### src/rtl/vga_timing_if.sv
// Video timing bundle: pixel counters plus sync/blanking/strobe flags.
// The timing generator drives it through master; a pixel pipeline reads it through slave.
interface vga_timing_if;
  logic [9:0] col;
  logic [9:0] row;
  logic       hsync;
  logic       vsync;
  logic       visible;
  logic       pixel_en;
  logic       frame_start;

  modport master (output col, row, hsync, vsync, visible, pixel_en, frame_start);
  modport slave  (input  col, row, hsync, vsync, visible, pixel_en, frame_start);
endinterface

### src/rtl/vga_timing.sv
// VGA raster timing generator: free-running col/row counters with registered sync and blanking flags.
// Define VGA_TIMING_PIXEL_DIV2_EN to advance one pixel every second clk (e.g. 50 MHz clk, 25 MHz pixel).
module vga_timing #(
  parameter int H_VISIBLE = 640,
  parameter int H_FRONT   = 16,
  parameter int H_SYNC    = 96,
  parameter int H_BACK    = 48,
  parameter int V_VISIBLE = 480,
  parameter int V_FRONT   = 10,
  parameter int V_SYNC    = 2,
  parameter int V_BACK    = 33
) (
  input  logic         clk,
  input  logic         reset_n,
  vga_timing_if.master vga
);

  localparam int H_TOTAL = H_VISIBLE + H_FRONT + H_SYNC + H_BACK;
  localparam int V_TOTAL = V_VISIBLE + V_FRONT + V_SYNC + V_BACK;

  localparam logic [9:0] H_LAST   = 10'(H_TOTAL - 1);
  localparam logic [9:0] V_LAST   = 10'(V_TOTAL - 1);
  localparam logic [9:0] H_VIS    = 10'(H_VISIBLE);
  localparam logic [9:0] V_VIS    = 10'(V_VISIBLE);
  localparam logic [9:0] HS_START = 10'(H_VISIBLE + H_FRONT);
  localparam logic [9:0] HS_END   = 10'(H_VISIBLE + H_FRONT + H_SYNC);
  localparam logic [9:0] VS_START = 10'(V_VISIBLE + V_FRONT);
  localparam logic [9:0] VS_END   = 10'(V_VISIBLE + V_FRONT + V_SYNC);

  logic [9:0] col_q, row_q;
  logic [9:0] col_next, row_next;
  logic       hsync_q, vsync_q, visible_q, pixel_en_q, frame_start_q;
  logic       tick;

`ifdef VGA_TIMING_PIXEL_DIV2_EN
  logic phase_q;

  // Phase 0 is the first clk of a pixel, so the first edge out of reset is a tick.
  always_ff @(posedge clk) begin
    if (!reset_n) phase_q <= 1'b0;
    else          phase_q <= ~phase_q;
  end

  assign tick = ~phase_q;
`else
  assign tick = 1'b1;
`endif

  // NOTE: every variable gets a default at the top of always_comb so no path leaves it unassigned (no latch).
  always_comb begin
    col_next = col_q;
    row_next = row_q;
    if (tick) begin
      if (col_q == H_LAST) begin
        col_next = '0;
        row_next = (row_q == V_LAST) ? '0 : row_q + 10'd1;
      end else begin
        col_next = col_q + 10'd1;
      end
    end
  end

  // Flags are decoded from the next counter values so they land in the same cycle as the col/row they describe.
  // NOTE: sequential state uses non-blocking assignments only, so every register samples pre-edge values.
  always_ff @(posedge clk) begin
    if (!reset_n) begin
      col_q         <= H_LAST;
      row_q         <= V_LAST;
      hsync_q       <= 1'b1;
      vsync_q       <= 1'b1;
      visible_q     <= 1'b0;
      pixel_en_q    <= 1'b0;
      frame_start_q <= 1'b0;
    end else begin
      col_q         <= col_next;
      row_q         <= row_next;
      hsync_q       <= !((col_next >= HS_START) && (col_next < HS_END));
      vsync_q       <= !((row_next >= VS_START) && (row_next < VS_END));
      visible_q     <= (col_next < H_VIS) && (row_next < V_VIS);
      pixel_en_q    <= tick;
      frame_start_q <= tick && (col_next == '0) && (row_next == '0);
    end
  end

  assign vga.col         = col_q;
  assign vga.row         = row_q;
  assign vga.hsync       = hsync_q;
  assign vga.vsync       = vsync_q;
  assign vga.visible     = visible_q;
  assign vga.pixel_en    = pixel_en_q;
  assign vga.frame_start = frame_start_q;

endmodule

### src/flat_wrapper.sv
// flat-port wrapper written by rule: the top's interface ports become plain ports
module vga_timing_flat 
#(
  parameter int H_VISIBLE = 640,
  parameter int H_FRONT   = 16,
  parameter int H_SYNC    = 96,
  parameter int H_BACK    = 48,
  parameter int V_VISIBLE = 480,
  parameter int V_FRONT   = 10,
  parameter int V_SYNC    = 2,
  parameter int V_BACK    = 33
)
  (clk, reset_n, vga_col, vga_row, vga_hsync, vga_vsync, vga_visible, vga_pixel_en, vga_frame_start);
  vga_timing_if vga_i ();
  input  logic clk;
  input  logic reset_n;
  output wire logic [$bits(vga_i.col)-1:0] vga_col;
  output wire logic [$bits(vga_i.row)-1:0] vga_row;
  output wire logic [$bits(vga_i.hsync)-1:0] vga_hsync;
  output wire logic [$bits(vga_i.vsync)-1:0] vga_vsync;
  output wire logic [$bits(vga_i.visible)-1:0] vga_visible;
  output wire logic [$bits(vga_i.pixel_en)-1:0] vga_pixel_en;
  output wire logic [$bits(vga_i.frame_start)-1:0] vga_frame_start;
  assign vga_col = vga_i.col;
  assign vga_row = vga_i.row;
  assign vga_hsync = vga_i.hsync;
  assign vga_vsync = vga_i.vsync;
  assign vga_visible = vga_i.visible;
  assign vga_pixel_en = vga_i.pixel_en;
  assign vga_frame_start = vga_i.frame_start;
  vga_timing #(.H_VISIBLE(H_VISIBLE), .H_FRONT(H_FRONT), .H_SYNC(H_SYNC), .H_BACK(H_BACK), .V_VISIBLE(V_VISIBLE), .V_FRONT(V_FRONT), .V_SYNC(V_SYNC), .V_BACK(V_BACK)) u_core (.clk(clk), .reset_n(reset_n), .vga(vga_i));
endmodule
### config.mk
export PLATFORM = sky130hd
export DESIGN_NAME = vga_timing_flat
export DESIGN_NICKNAME = d
export VERILOG_FILES = /design/src/rtl/vga_timing_if.sv /design/src/rtl/vga_timing.sv /design/src/flat_wrapper.sv
export SDC_FILE = /design/constraint.sdc
export NUM_CORES = 1
export LEC_CHECK = 0
export ABC_AREA = 1
export ABC_CLOCK_PERIOD_IN_PS = 2200
export CAP_MARGIN = 20
export CORE_ASPECT_RATIO = 0.75
export CORE_MARGIN = 1
export CORE_UTILIZATION = 36
export DETAILED_ROUTE_END_ITERATION = 10
export GPL_ROUTABILITY_DRIVEN = 0
export SETUP_SLACK_MARGIN = 0.5
export SYNTH_ARGS = -nofsm -noshare
export SYNTH_HDL_FRONTEND = slang
export SYNTH_SLANG_ARGS = --single-unit
### constraint.sdc
create_clock -name clk -period 2.2 [get_ports clk]
set_input_delay 0.44 -clock clk [delete_from_list [all_inputs] [get_ports clk]]
set_output_delay 0.44 -clock clk [all_outputs]
set_load 0.005 [all_outputs]
==> results of run 1 <==
final cells by class:
cell class	count	area [um2]	area share
clock buffers	3	41.3	0.0212
clock inverters	1	7.51	0.00385
inverters	36	140	0.0718
multi-input cells	169	851	0.436
flip-flops and latches	25	531	0.272
well taps	52	65.1	0.0333
repair buffers	33	317	0.162
Yosys cell counts:
| cell | n |
|---|---|
| a211oi_1 | 1 |
| a21boi_0 | 1 |
| a21oi_1 | 2 |
| and2_1 | 1 |
| buf_4 | 1 |
| buf_6 | 1 |
| clkbuf_1 | 1 |
| dfxtp_1 | 25 |
| ha_1 | 3 |
| inv_1 | 35 |
| inv_2 | 1 |
| nand2_1 | 68 |
| nand2_2 | 2 |
| nand2_4 | 1 |
| nand3_1 | 21 |
| nand3_2 | 3 |
| nand3_4 | 1 |
| nand4_1 | 10 |
| nor2_1 | 40 |
| nor2_2 | 1 |
| nor2_4 | 1 |
| nor3_1 | 2 |
| o21ai_0 | 6 |
| or2_2 | 1 |
| xnor2_1 | 1 |
| xor2_1 | 2 |
metal layers:
layer,routed length [um],track usage,vias to the layer above
met4,23,0.0317,0
met3,184,0.0477,2
li1,-,-,795
met2,1670,0.263,50
met5,0,0,-
met1,2070,0.333,695
worst max-delay path: cells and delay by family (launching register included):
kind	cells	cell delay, ns
flip-flops	1	0.40
AND/OR/NAND/NOR	9	0.83
adder cells (fa/ha/maj)	1	0.24
buffers and inverters	1	0.07
registers in the layout (all words and copies together), names as in the netlist:
name	cells
u_core.vga.col	10
u_core.vga.row	10
u_core.vga.frame_start	1
u_core.vga.hsync	1
u_core.vga.pixel_en	1
u_core.vga.visible	1
u_core.vga.vsync	1
what timing repair did:
action	CTS	global route
setup endpoints to repair	13	15
pin swaps	1	0
cloned	1	0
resized for setup	15	22
buffers inserted	3	1
power groups by stage:
| stage | Clock [uW] | Combinational, uW | Sequential (uW) |
|---|---|---|---|
| finish | 270 | 1480 | 768 |
| global route | 306 | 1650 | 790 |
| CTS | 283 | 1400 | 741 |
| floorplan | 0 | 869 | 713 |
| detailed placement | 0 | 1300 | 738 |
| global placement | 0 | 1310 | 746 |
placed cells by master (no fill, tap or decap), types with 3 or more instances in the layout:
| master | synthesis | final |
|---|---|---|
| dfxtp_4 | 0 | 3 |
| inv_1 | 35 | 33 |
| nand4_1 | 10 | 10 |
| dfxtp_2 | 0 | 15 |
| buf_4 | 1 | 6 |
| clkdlybuf4s50_1 | 0 | 26 |
| o21ai_0 | 6 | 6 |
| dfxtp_1 | 25 | 7 |
| nand3_2 | 3 | 4 |
| clkbuf_8 | 0 | 3 |
| nand2_1 | 68 | 67 |
| nor2_2 | 1 | 4 |
| nor2_1 | 40 | 37 |
| nand3_1 | 21 | 21 |
how the worst max path moves through the flow:
stage,startpoint,endpoint,slack [ns],depth (start not counted)
detailed placement,u_core.vga.col[0],u_core.vga.vsync,0.27,11
CTS,u_core.vga.row[6],vga_row[6],0.51,1
finish,u_core.vga.row[0],u_core.vga.vsync,0.54,11
global route,u_core.vga.col[5],u_core.vga.frame_start,0.41,12
floorplan,u_core.vga.col[0],u_core.vga.vsync,0.57,11
global placement,u_core.vga.col[0],u_core.vga.vsync,0.32,11
logic make-up (layout without fill, tap and decap cells):
kind of cell / after synthesis / count (layout)
flip-flops: 25 / 25
XOR/XNOR: 3 / 3
AND/OR/NAND/NOR: 152 / 153
buffers and inverters: 39 / 73
adder cells (fa/ha/maj): 3 / 3
AO/OA/AOI/OAI: 10 / 10
stage by stage:
stage | hold slack [ns] | cells | power [uW]
2_1_floorplan | 0.468 | 232 | 1580
3_3_place_gp | 0.544 | 310 | 2060
4_1_cts | 0.511 | 318 | 2420
6_report | 0.529 | 319 | 2520
3_5_place_dp | 0.550 | 310 | 2040
5_1_grt | 0.552 | 319 | 2740
==> metrics.cfg, run 1 <==
[outcome]
status = finished clean

[power_and_ir_drop]
pwr-share-comb = 0.588
powerDensity_nw_per_um2 = 1290
sequentialPowerShare = 0.305
p_sw_uw = 1170
p_clk_frac = 0.107
intPower_uw = 1350
switching_share = 0.464
vdd_ir_drop_max_v = 0.000530
leakagePower_uw = 0.000914

[cells_and_area]
fill_cells = 390
syn_to_final_growth_pct = 33.6
design_area_um2 = 1950
antenna_cells = 0
nNetsFinal = 273
drive_above_1_share = 0.191
utilization = 0.516

[run]
maxCapViolCount = 0

[yosys]
synth-xor-area-share = 0.0180
synth_top_area_frac = 0.342
synth_area_leaders = dfxtp_1 34%, nand2_1 17%, nor2_1 10%
synthAdderAreaFrac = 0.0257
synth_compound_area_frac = 0.0377
synth_warnings = 0
synth_area_per_cell_um2 = 6.30
ys_seq_elements = 25
synth-simple-area-share = 0.468
syn-num-nets = 237
synthCells = 232
synth_area_um2 = 1460
synth_top_cell_by_area = dfxtp_1
ys_seq_area_frac = 0.342
synth_top_family_by_area = simple AND/OR/NAND/NOR gates
synth_mux_area_frac = 0
ys_types = 26

[worst_hold_path]
min_delay_worst_endpoint = u_core.vga.col[0]
hold_path.startpoint = u_core.vga.col[0]
hold_path_class = register to register
hold_depth = 1

[clocking]
ctsHtreeMaxLevel = 1
postCtsHoldBufs = 0
cts_buffers = 3
cts_sinks = 25
cts_buffer_depth = 2
tritoncts = done
path_clk_slew_ns = 0.09
cts-root-buf = clkbuf_8
clk_latency_ns = 0.27

[floorplan]
coreArea_um2 = 3780
die_area_um2 = 4320
rows = 19
die_y_um = 57.2
start_util = 0.387
io_pins = 27
dieWidth_um = 75.6

[setup_path]
reg2reg_from = u_core.vga.row[0]
slowest_delay_ns = 0.40
critical_path_required_ns = 2.36
critPathCaptureType = register
crit_chain = ha_2 -> nand2_1 -> nor2_1 -> nand2_1 -> nand2_1 -> nand3_1 -> and2_1 -> nor2_1 -> nand2_1 -> inv_1 -> nand3_1
startpoint_type = register
cpMostUsedCell = nand2_1
cp_max_fo = 6
arrival_ns = 1.82
path_class = register to register
reg2reg_to = u_core.vga.vsync
crit_slowest_cell = dfxtp_2
r2r_slack_ns = 0.54
r2r_cells = 11

[sta]
setup_tns_ns = 0
fin_crit_ns = 1.66
max_freq_mhz = 602
max_slew_margin = 0.815
maxSlewViolCount = 0
rsz0062_at_grt = true
finalCritPeriodShare = 0.755
report.final.hold_viol_count = 0
worstMarginPinSlew_ns = 0.275
setup_ws_ns = 0.538
finalSetupViolCount = 0
fin_skew_ns = 0.00575

[global_route]
antenna_found_initial = 0
grt_pass1_wl_um = 6380
grt_usage = 0.202
grt_max_degree = 16
grt_pass1_vias = 1335
grt_remaining_overflow = 0

[drt]
drc = 0
via_per_inst = 4.83
postRouteAntennaNets = 0
drt_iter0_drc = 150
first_pass_iters = 5
wire_per_inst_um = 12.4
vias = 1542
routed_wl_um = 3950

[place]
dp_hpwl_um = 2900
pre_cts_slack_ns = 0.265
io_buffers = 26
placed_area_um2 = 1790

Power figures use the tool's default switching activity.
==> run 2, diff against run 1 <==
--- a/config.mk
+++ b/config.mk
@@ -6,7 +6,7 @@
 export NUM_CORES = 1
 export LEC_CHECK = 0
 export ABC_AREA = 1
-export ABC_CLOCK_PERIOD_IN_PS = 2200
+export ABC_CLOCK_PERIOD_IN_PS = 1400
 export CAP_MARGIN = 20
 export CORE_ASPECT_RATIO = 0.75
 export CORE_MARGIN = 1
==> constraint.sdc (replaced) <==
create_clock -name clk -period 1.4 [get_ports clk]
set_input_delay 0.28 -clock clk [delete_from_list [all_inputs] [get_ports clk]]
set_output_delay 0.28 -clock clk [all_outputs]
set_load 0.005 [all_outputs]
==> metrics.cfg, run 2 (synthesis gave the netlist of run 1 again) <==
[cells_and_area]
utilization = 0.747  ; +0.231
antenna_cells = 0  ; unchanged
final_common_cell = nand2_1
drive_above_1_share = 0.569  ; +0.378
design_area_um2 = 2820  ; +45%
finalNonFillerCells = 391  ; +23%
syn_to_final_growth_pct = 93.2
nNetsFinal = 345  ; +26%
final_cell_mix = 56 x nand2_1, 50 x buf_6, 47 x buf_4

[setup_path]
reg2reg_to = u_core.vga.frame_start
crit_chain = ha_4 -> nand4_1 -> nor2_4 -> nand4_1 -> nand2_1 -> nand2_1 -> nor2_1 -> nand3_1 -> nor2_2
cp_max_fo = 3  ; -3
r2r_slack_ns = -0.26  ; -0.80 ns
crit_slowest_cell = dfxtp_4
critPathLaunch = u_core.vga.col[1]
reg2reg_from = u_core.vga.col[1]
critical_path_required_ns = 1.61  ; -0.75 ns
critPathCaptureType = register
startpoint_type = register
arrival_ns = 1.87  ; +0.05 ns
slowest_delay_ns = 0.37  ; -0.03 ns
path_delay_family = simple AND/OR/NAND/NOR gates
cp_num_buf_inv = 0  ; -1
path_class = register to register
r2r_cells = 9  ; -2

[power_and_ir_drop]
powerDensity_nw_per_um2 = 2140  ; +65%
sequentialPowerShare = 0.190  ; -0.115
p_clk_frac = 0.074  ; -0.033
leakagePower_uw = 0.00137  ; +50%
p_sw_uw = 2600  ; +120%
vdd_ir_drop_max_v = 0.00132  ; +150%
intPower_uw = 3440  ; +150%
switching_share = 0.431  ; -0.0335
pwr-share-comb = 0.735  ; +0.147
p_total_uw = 6040  ; +140%

[sta]
worstMarginPinSlew_ns = 0.306  ; +0.0310 ns
report.final.hold_viol_count = 0  ; unchanged
max_slew_margin = 0.795  ; -0.0201
maxSlewViolCount = 0  ; unchanged
finalCritPeriodShare = 1.19  ; +0.431
rsz0062_at_grt = true
fin_crit_ns = 1.66  ; -0.000193 ns
fin_skew_ns = 0.00227  ; -0.00349 ns
max_freq_mhz = 602  ; about the same
finalSetupViolCount = 14  ; +14
setup_ws_ns = -0.261  ; -0.800 ns

[drt]
wire_per_inst_um = 13.3  ; +7.2%
routed_wl_um = 5190  ; +31%
postRouteAntennaNets = 0  ; unchanged
first_pass_iters = 4  ; -1
drc = 0  ; unchanged
vias = 1867  ; +21%
via_per_inst = 4.77  ; -1.2%
drt_iter0_drc = 93  ; -38%

[clocking]
cts_buffer_depth = 2  ; unchanged
cts-root-buf = clkbuf_8
clk_latency_ns = 0.27  ; about the same
postCtsHoldBufs = 0  ; unchanged
ctsHtreeMaxLevel = 1  ; unchanged
cts_buffers = 3  ; unchanged
path_clk_slew_ns = 0.09  ; about the same
cts_sinks = 25  ; unchanged
tritoncts = done

[place]
pre_cts_slack_ns = -0.291  ; -0.556 ns
io_buffers = 26  ; unchanged
placed_area_um2 = 2290  ; +28%
dp_cells = 367  ; +18%
dp_hpwl_um = 3480  ; +20%

[run]
maxCapViolCount = 0  ; unchanged

[global_route]
grt_max_degree = 16  ; unchanged
grt_pass1_vias = 1773  ; +33%
grt_usage = 0.249  ; +0.0472
grt_remaining_overflow = 0  ; unchanged
grt_pass1_wl_um = 8070  ; +26%
antenna_found_initial = 0  ; unchanged

[outcome]
status = finished with violations
violations = setup timing

[floorplan]
coreArea_um2 = 3780  ; unchanged
rows = 19  ; unchanged
die_y_um = 57.2  ; unchanged
io_pins = 27  ; unchanged
die_area_um2 = 4320  ; unchanged
start_util = 0.387  ; unchanged
dieWidth_um = 75.6  ; unchanged

[worst_hold_path]
min_delay_worst_endpoint = u_core.vga.pixel_en
hold_path.startpoint = reset_n
hold_depth = 2  ; +1
hold_path_class = input pin to register

==> run 2: cell types whose count changed in the layout (fill, tap and decap cells not counted), sizes merged <==
cell and delta:
buf +95, clkbuf +1, clkdlybuf4s50 -24, dlygate4sd2 +1
nand3 -1
==> run 2: layout make-up <==
| class | instances | area (um2) |
|---|---|---|
| Timing Repair Buffer | 106 | 975 |
| Clock buffer | 3 | 41.3 |
| Fill cell | 261 | 956 |
| Inverter | 36 | 143 |
| Multi-Input combinational cell | 168 | 1040 |
| Clock inverter | 1 | 7.51 |
| Tap cell | 52 | 65.1 |
| Sequential cell | 25 | 552 |
==> run 2: power groups by stage <==
stage	Combinational, uW	Clock (uW)	Sequential, uW
final	4440	448	1150
after global routing	4750	490	1180
after CTS	4030	454	1120
after detailed placement	3070	0	1090
after global placement	3080	0	1090
after floorplan	1470	0	1160
==> run 2: what timing repair did <==
item,CTS,global route
setup buffers,16,4
endpoints found under the setup margin,49,49
gates resized for setup,191,27
pin swaps,21,14
==> run 2: worst max-delay path by stage <==
stage,slack (ns),endpoint,cells past startpoint
3_3_place_gp,-0.28,u_core.vga.frame_start,9
6_report,-0.26,u_core.vga.frame_start,9
4_1_cts,-0.21,u_core.vga.frame_start,12
2_1_floorplan,-0.04,u_core.vga.vsync,11
5_1_grt,-0.36,u_core.vga.frame_start,12
3_5_place_dp,-0.29,u_core.vga.frame_start,9
==> run 2: per-layer routing <==
layer,up-vias,global-route usage,share of wire
li1,945,-,-
met1,852,0.377,0.48
met2,64,0.370,0.45
met3,6,0.0477,0.060
met4,0,0.0423,0.0096
met5,-,0,0
==> run 2: per-stage QoR <==
stage / TNS, ns / hold slack [ns]
floorplan: -0.113 / 0.308
global placement: -1.41 / 0.512
detailed placement: -1.29 / 0.531
CTS: -1.09 / 0.471
global route: -2.88 / 0.494
finish: -1.52 / 0.480
